--- src/rtl/riscv_muldiv_unit.sv ---
// -----------------------------------------------------------------------------
// riscv_muldiv_unit
//   Iterative RV32M/RV64M multiply/divide unit. It sits beside the single-cycle
//   ALU and handles the M-extension ops that need several cycles to finish.
//
//   Handshakes: each side (in_*, out_*) is a plain valid/ready pair. A transfer
//   happens on a rising clk edge where valid and ready are both high. A producer
//   keeps its payload stable from the first valid cycle until that transfer.
//   in_ready is high only in IDLE. out_valid is high only in DONE, and it stays
//   high until out_ready, flush or rst.
//
//   Ports
//     clk, rst            clock (rising edge), synchronous active-high reset
//     flush               drop the in-flight op or the pending result
//     in_valid/in_ready   op request handshake
//     in_op               funct3: 0 MUL 1 MULH 2 MULHSU 3 MULHU
//                                 4 DIV 5 DIVU 6 REM 7 REMU
//     in_a, in_b, in_tag  rs1, rs2 and the destination tag
//     out_valid/out_ready result handshake
//     out_result, out_tag registered result and the tag of its op
//     busy                high whenever the FSM is not in IDLE
// -----------------------------------------------------------------------------
module riscv_muldiv_unit #(
    parameter int XLEN     = 32,
    parameter int MUL_STEP = 1,
    parameter int TAG_W    = 5
) (
    input  logic             clk,
    input  logic             rst,
    input  logic             flush,
    input  logic             in_valid,
    output logic             in_ready,
    input  logic [2:0]       in_op,
    input  logic [XLEN-1:0]  in_a,
    input  logic [XLEN-1:0]  in_b,
    input  logic [TAG_W-1:0] in_tag,
    output logic             out_valid,
    input  logic             out_ready,
    output logic [XLEN-1:0]  out_result,
    output logic [TAG_W-1:0] out_tag,
    output logic             busy
);

    localparam int N  = XLEN / MUL_STEP;
    localparam int CW = $clog2(XLEN) + 1;

    typedef enum logic [1:0] {
        S_IDLE = 2'd0,
        S_MUL  = 2'd1,
        S_DIV  = 2'd2,
        S_DONE = 2'd3
    } state_e;

    state_e              state_q, state_d;
    logic [2:0]          op_q, op_d;
    logic                neg_q, neg_d;
    logic [CW-1:0]       cnt_q, cnt_d;
    // Multiplicand for MUL ops, divisor magnitude for DIV ops.
    logic [XLEN-1:0]     opb_q, opb_d;
    // Dividend shifting out at the top while quotient bits shift in at the bottom.
    logic [XLEN-1:0]     quo_q, quo_d;
    // Upper half is the running sum, lower half is the multiplier shifting out.
    logic [2*XLEN-1:0]   prod_q, prod_d;
    logic [XLEN:0]       rem_q, rem_d;
    logic [XLEN-1:0]     res_q, res_d;
    logic [TAG_W-1:0]    tag_q, tag_d;

    // ---------------------------------------------------------------- decode
    logic            a_signed, b_signed, a_s, b_s, is_div, b_zero, div_ovf;
    logic [XLEN-1:0] mag_a, mag_b, special_res;

    always_comb begin
        is_div   = in_op[2];
        a_signed = (in_op == 3'd1) || (in_op == 3'd2) || (in_op == 3'd4) || (in_op == 3'd6);
        b_signed = (in_op == 3'd1) || (in_op == 3'd4) || (in_op == 3'd6);
        a_s      = a_signed & in_a[XLEN-1];
        b_s      = b_signed & in_b[XLEN-1];
        mag_a    = a_s ? -in_a : in_a;
        mag_b    = b_s ? -in_b : in_b;
        b_zero   = (in_b == '0);
        div_ovf  = ((in_op == 3'd4) || (in_op == 3'd6)) &&
                   (in_a == {1'b1, {(XLEN-1){1'b0}}}) && (in_b == {XLEN{1'b1}});
        // in_op[1] separates the remainder flavours from the quotient flavours.
        special_res = '0;
        if (b_zero) begin
            special_res = in_op[1] ? in_a : {XLEN{1'b1}};
        end else if (div_ovf) begin
            special_res = in_op[1] ? '0 : in_a;
        end
    end

    // -------------------------------------------------------- multiply step
    logic [XLEN+MUL_STEP-1:0] mul_sum;
    logic [2*XLEN-1:0]        mul_next, mul_fix;
    logic [XLEN-1:0]          mul_res;

    always_comb begin
        mul_sum = {{MUL_STEP{1'b0}}, prod_q[2*XLEN-1:XLEN]};
        for (int i = 0; i < MUL_STEP; i++) begin
            if (prod_q[i]) begin
                mul_sum = mul_sum + ({{MUL_STEP{1'b0}}, opb_q} << i);
            end
        end
        mul_next = {mul_sum, prod_q[XLEN-1:MUL_STEP]};
        mul_fix  = neg_q ? -mul_next : mul_next;
        mul_res  = (op_q == 3'd0) ? mul_fix[XLEN-1:0] : mul_fix[2*XLEN-1:XLEN];
    end

    // ---------------------------------------------------------- divide step
    logic [XLEN:0]   div_shift, rem_next;
    logic [XLEN+1:0] div_diff;
    logic            div_ok;
    logic [XLEN-1:0] quo_next, q_fix, r_fix, div_res;

    always_comb begin
        div_shift = {rem_q[XLEN-1:0], quo_q[XLEN-1]};
        div_diff  = {1'b0, div_shift} - {2'b00, opb_q};
        div_ok    = ~div_diff[XLEN+1];
        rem_next  = div_ok ? div_diff[XLEN:0] : div_shift;
        quo_next  = {quo_q[XLEN-2:0], div_ok};
        // neg_q is the quotient sign for DIV and the sign of a for REM.
        q_fix     = neg_q ? -quo_next : quo_next;
        r_fix     = neg_q ? -rem_next[XLEN-1:0] : rem_next[XLEN-1:0];
        div_res   = op_q[1] ? r_fix : q_fix;
    end

    // ------------------------------------------------------ next-state logic
    always_comb begin
        state_d = state_q;
        op_d    = op_q;
        neg_d   = neg_q;
        cnt_d   = cnt_q;
        opb_d   = opb_q;
        quo_d   = quo_q;
        prod_d  = prod_q;
        rem_d   = rem_q;
        res_d   = res_q;
        tag_d   = tag_q;

        if (flush) begin
            state_d = S_IDLE;
        end else begin
            case (state_q)
                S_IDLE: begin
                    if (in_valid) begin
                        op_d  = in_op;
                        tag_d = in_tag;
                        neg_d = (in_op == 3'd6) ? a_s : (a_s ^ b_s);
                        cnt_d = '0;
                        if (!is_div) begin
                            state_d = S_MUL;
                            opb_d   = mag_a;
                            prod_d  = {{XLEN{1'b0}}, mag_b};
                        end else if (b_zero || div_ovf) begin
                            state_d = S_DONE;
                            res_d   = special_res;
                        end else begin
                            state_d = S_DIV;
                            opb_d   = mag_b;
                            quo_d   = mag_a;
                            rem_d   = '0;
                        end
                    end
                end
                S_MUL: begin
                    prod_d = mul_next;
                    cnt_d  = cnt_q + CW'(1);
                    if (cnt_q == CW'(N - 1)) begin
                        state_d = S_DONE;
                        res_d   = mul_res;
                        cnt_d   = '0;
                    end
                end
                S_DIV: begin
                    quo_d = quo_next;
                    rem_d = rem_next;
                    cnt_d = cnt_q + CW'(1);
                    if (cnt_q == CW'(XLEN - 1)) begin
                        state_d = S_DONE;
                        res_d   = div_res;
                        cnt_d   = '0;
                    end
                end
                S_DONE: begin
                    if (out_ready) begin
                        state_d = S_IDLE;
                    end
                end
                default: state_d = S_IDLE;
            endcase
        end
    end

    // ------------------------------------------------------------- registers
    always_ff @(posedge clk) begin
        if (rst) begin
            state_q <= S_IDLE;
            op_q    <= '0;
            neg_q   <= 1'b0;
            cnt_q   <= '0;
            opb_q   <= '0;
            quo_q   <= '0;
            prod_q  <= '0;
            rem_q   <= '0;
            res_q   <= '0;
            tag_q   <= '0;
        end else begin
            state_q <= state_d;
            op_q    <= op_d;
            neg_q   <= neg_d;
            cnt_q   <= cnt_d;
            opb_q   <= opb_d;
            quo_q   <= quo_d;
            prod_q  <= prod_d;
            rem_q   <= rem_d;
            res_q   <= res_d;
            tag_q   <= tag_d;
        end
    end

    assign in_ready   = (state_q == S_IDLE);
    assign out_valid  = (state_q == S_DONE);
    assign busy       = (state_q != S_IDLE);
    assign out_result = res_q;
    assign out_tag    = tag_q;

endmodule
--- config.mk ---
export PLATFORM = sky130hd
export DESIGN_NAME = riscv_muldiv_unit
export DESIGN_NICKNAME = d
export VERILOG_FILES = /design/src/rtl/riscv_muldiv_unit.sv
export SDC_FILE = /design/constraint.sdc
export NUM_CORES = 1
export LEC_CHECK = 0
export BUFFER_PORTS_ARGS = -buffer_cell sky130_fd_sc_hd__clkbuf_2
export CAP_MARGIN = 30
export CORE_MARGIN = 2
export CORE_UTILIZATION = 50
export CTS_BUF_LIST = sky130_fd_sc_hd__clkbuf_8
export DETAILED_ROUTE_END_ITERATION = 8
export PLACE_DENSITY = 0.7
export REMOVE_ABC_BUFFERS = 1
export SYNTH_ARGS = -nofsm -noshare
export SYNTH_HDL_FRONTEND = slang
export SYNTH_SLANG_ARGS = --single-unit
export TNS_END_PERCENT = 20
--- constraint.sdc ---
create_clock -name clk -period 5.3 [get_ports clk]
set_clock_uncertainty 0.2 [all_clocks]
set_input_delay 0.265 -clock clk [delete_from_list [all_inputs] [get_ports clk]]
set_output_delay 0.265 -clock clk [all_outputs]
set_load 0.02 [all_outputs]
==> run_results.csv <==
group,metric,value,unit
run_status,status,"finished clean",
worst_setup_path,path_buf_inv,3,
synth,ys_ff_latch,209,
detailed_routing,dr.pass1.iters,6,
finish,drive_above_1_share,12.3,%
detailed_routing,drtAntennaViolNets,0,
worst_setup_path,r2r-start,"opb_q[24]$_SDFFE_PP0P_",
pwr,powerDensity,255,mW/mm²
global_route,grt_overflow,0,
timing,rsz0062_at_grt,"yes",
worst_setup_path,cpLargestDelayFamily,"compound AO/OA/AOI/OAI gates",
synth,yosysUniqueCellTypes,96,
worst_setup_path,required,5.57,ns
place,postPlaceCellArea,0.0205,mm²
worst_setup_path,startpoint,"opb_q[24]$_SDFFE_PP0P_",
detailed_routing,post_drt_wl_per_cell,22.9,µm
worst_setup_path,cp.depth,20,
finish,fin_cells,3439,
worst_setup_path,cpMaxStageDelayCell,"or3_1",
synth,ys_seq_area_share,21.6,%
synth,synthTopCellsByArea,"dfxtp_1, nor2_1, a21oi_1",
worst_setup_path,worstSetupPathType,"reg -> reg",
finish,mostFrequentLayoutCells,"nor2_1, a21oi_1, nand2_1, dfxtp_1, o21ai_0",
timing,fin_crit,5.12,ns
synth,ys_async_sr_fraction,0,%
global_route,grt_pass1_wl,120,mm
timing,worst_slew_pin_slew,1.06,ns
die,die_h,201,µm
synth,yosysTopAreaCellShare,21.6,%
finish,fin_area,0.0220,mm²
place,hpwl,59.3,mm
place,port_buffers,116,
timing,slew_headroom,29.3,%
finish,n_antenna_cell,0,
worst_setup_path,reg2reg_depth,20,
detailed_routing,met1Wirelength,32.8,mm
finish,syn_to_final_growth,13.9,%
synth,syn_avg_cell_area,6.99,µm²
flow_run,timing.max_cap.violations,0,
synth,synth_edf_count,0,
synth,yosysWarningCount,0,
global_route,grt_pass1_vias,20503,
die,start_util,50.4,%
detailed_routing,wl_met2,33.2,mm
detailed_routing,top_layer_used,"met5",
worst_hold_path,hold_class,"in -> reg",
global_route,grt_max_degree,79,
detailed_routing,routed_wirelength,78.6,mm
clocking,htreeDepth,2,
worst_setup_path,start_kind,"flop",
synth,syn_inst,2767,
worst_setup_path,endpoint_kind,"flop",
die,die_w,201,µm
timing,setup_violations,0,
clocking,tritoncts,"built",
clocking,cts_buffer_depth,3,
detailed_routing,drc,0,
die,io_pins,117,
place,place_congestion,0.984,
global_route,antenna_found_initial,1,
detailed_routing,routed-wl-met3,8.60,mm
synth,yosysTopAreaCell,"dfxtp_1",
worst_setup_path,max_stage_delay,0.46,ns
die,design.die.area,0.0403,mm²
timing,clock.fmax,0.195,GHz
finish,layout_commonest_cell,"nor2_1",
clocking,clock_sinks,209,
worst_setup_path,r2r_setup_slack,0.18,ns
finish,nets,3044,
timing,hold_slack,0.0340,ns
detailed_routing,vias,22416,
synth,syn-cell-area,0.0193,mm²
pwr,finalPower,5.62,mW
clocking,cts_inserted_buffers,43,
clocking,cts_root_buf,"clkbuf_8",
synth,synth_ff_type,"dfxtp_1",
detailed_routing,drt_iter0_drc,2599,
worst_setup_path,arrival,5.39,ns
worst_setup_path,cp_cell_sequence,"inv_1 -> ha_2 -> nand4_1 -> or3_1 -> a311oi_1 -> nor3_2 -> o21ai_4 -> mux2i_4 -> ha_2 -> nand2_1 -> nor3_1 -> buf_4 -> a41oi_1 -> a2bb2oi_2 -> nor4bb_4 -> buf_4 -> xnor2_1 -> nor2_1 -> a2111oi_2 -> a2111oi_0",
global_route,grt_usage,37.5,%
worst_setup_path,endpoint,"out_result[24]$_SDFFE_PP0P_",
clocking,clk_latency,0.65,ns
die,coreArea,0.0384,mm²
worst_setup_path,path_max_fanout,7,
worst_setup_path,rr_endpoint,"out_result[24]$_SDFFE_PP0P_",
pwr,vdd_drop_max,0.000242,V
timing,finalCritPeriodShare,96.7,%
detailed_routing,post_drt_via_cell_ratio,6.52,
timing,tns,0,ns
die,rows,72,
timing,slew_viol_final,0,
place,dp_cells,3302,
timing,finalHoldViolations,0,
clocking,clkTransAtPathRegs,0.06,ns
pwr,power.leakage,8.83,nW
tightest hold or removal path, stage by stage:
cell and delay, ns:
clkbuf_2 0.13, xor2_1 0.11, mux2i_1 0.13, nor2_1 0.05
a21oi_1 0.11, nor2_1 0.05
kinds of logic (layout without fill, tap and decap cells):
group / count (synthesis) / after routing / synth area share, %
muxes: 45 / 45 / 2.38
buffers and inverters: 259 / 413 / 5.86
AOI/OAI and AO/OA: 936 / 936 / 31.7
and+or+nand+nor: 1061 / 1061 / 25.3
xor gates and xnor gates: 180 / 180 / 8.15
DFF: 209 / 209 / 21.6
adders and majority gates: 77 / 77 / 5.06
per-stage QoR:
step	setup WS [ns]	utilization (%)
final	0.176	57.4
after global routing	-0.0881	57.4
after CTS	0.0355	57.1
after detailed placement	0.0876	53.3
after global placement	0.199	53.3
after floorplan	-2.27	-
Yosys cell counts, types with 34 or more instances:
cell / instances
a211oi_1: 77
a21o_1: 36
a21oi_1: 320
a22oi_1: 45
clkbuf_1: 149
dfxtp_1: 209
ha_1: 75
inv_1: 67
mux2i_1: 37
nand2_1: 281
nand3_1: 40
nor2_1: 427
nor3_1: 54
o211ai_1: 35
o21ai_0: 133
o31ai_1: 51
or3_1: 34
xnor2_1: 89
xor2_1: 91
routing by layer:
metal | track usage (%) | vias up
met1 | 50.8 | 10521
met3 | 7.79 | 242
met5 | 0 | -
met2 | 56.5 | 1287
li1 | - | 10364
met4 | 18.8 | 2
layout make-up:
| cell class | instances | area (µm²) |
|---|---|---|
| Multi-Input combinational cell | 2299 | 14100 |
| Fill cell | 3786 | 16300 |
| Tap cell | 518 | 648 |
| Clock inverter | 23 | 155 |
| Clock buffer | 53 | 729 |
| Sequential cell | 209 | 4190 |
| Inverter | 67 | 251 |
| Timing Repair Buffer | 270 | 1920 |
power by group:
group	switching (mW)	internal [mW]	total [mW]
combinational	1.36	0.709	2.07
sequential	0.0927	1.63	1.73
clock	0.835	0.998	1.83
worst min path at each step:
stage,endpoint,cells after the start,from
5_1_grt,quo_q[29]$_SDFFE_PP0P_,7,in_a[29]
2_1_floorplan,cnt_q[4]$_SDFFE_PP0P_,1,rst
3_5_place_dp,out_result[21]$_SDFFE_PP0P_,2,out_result[21]$_SDFFE_PP0P_
4_1_cts,prod_q[9]$_SDFFE_PP0P_,6,in_b[9]
3_3_place_gp,out_result[4]$_SDFFE_PP0P_,2,out_result[4]$_SDFFE_PP0P_
6_report,prod_q[26]$_SDFFE_PP0P_,6,in_b[26]
flip-flops by register name (all words and copies together) (netlist names):
name        count
out_tag         5
quo_q          32
rem_q          32
opb_q          32
op_q            3
neg_q           1
out_result     32
state_q         2
prod_q         64
cnt_q           6
repair_timing:
item / 4_1_cts / 5_1_grt
gates resized for setup: 0 / 18
hold buffers: 57 / 0
buffers inserted: 0 / 3
endpoints found under the hold margin: 109 / 0
endpoints found under the setup margin: 0 / 6
Note: power is estimated with default switching activity, not from simulation.
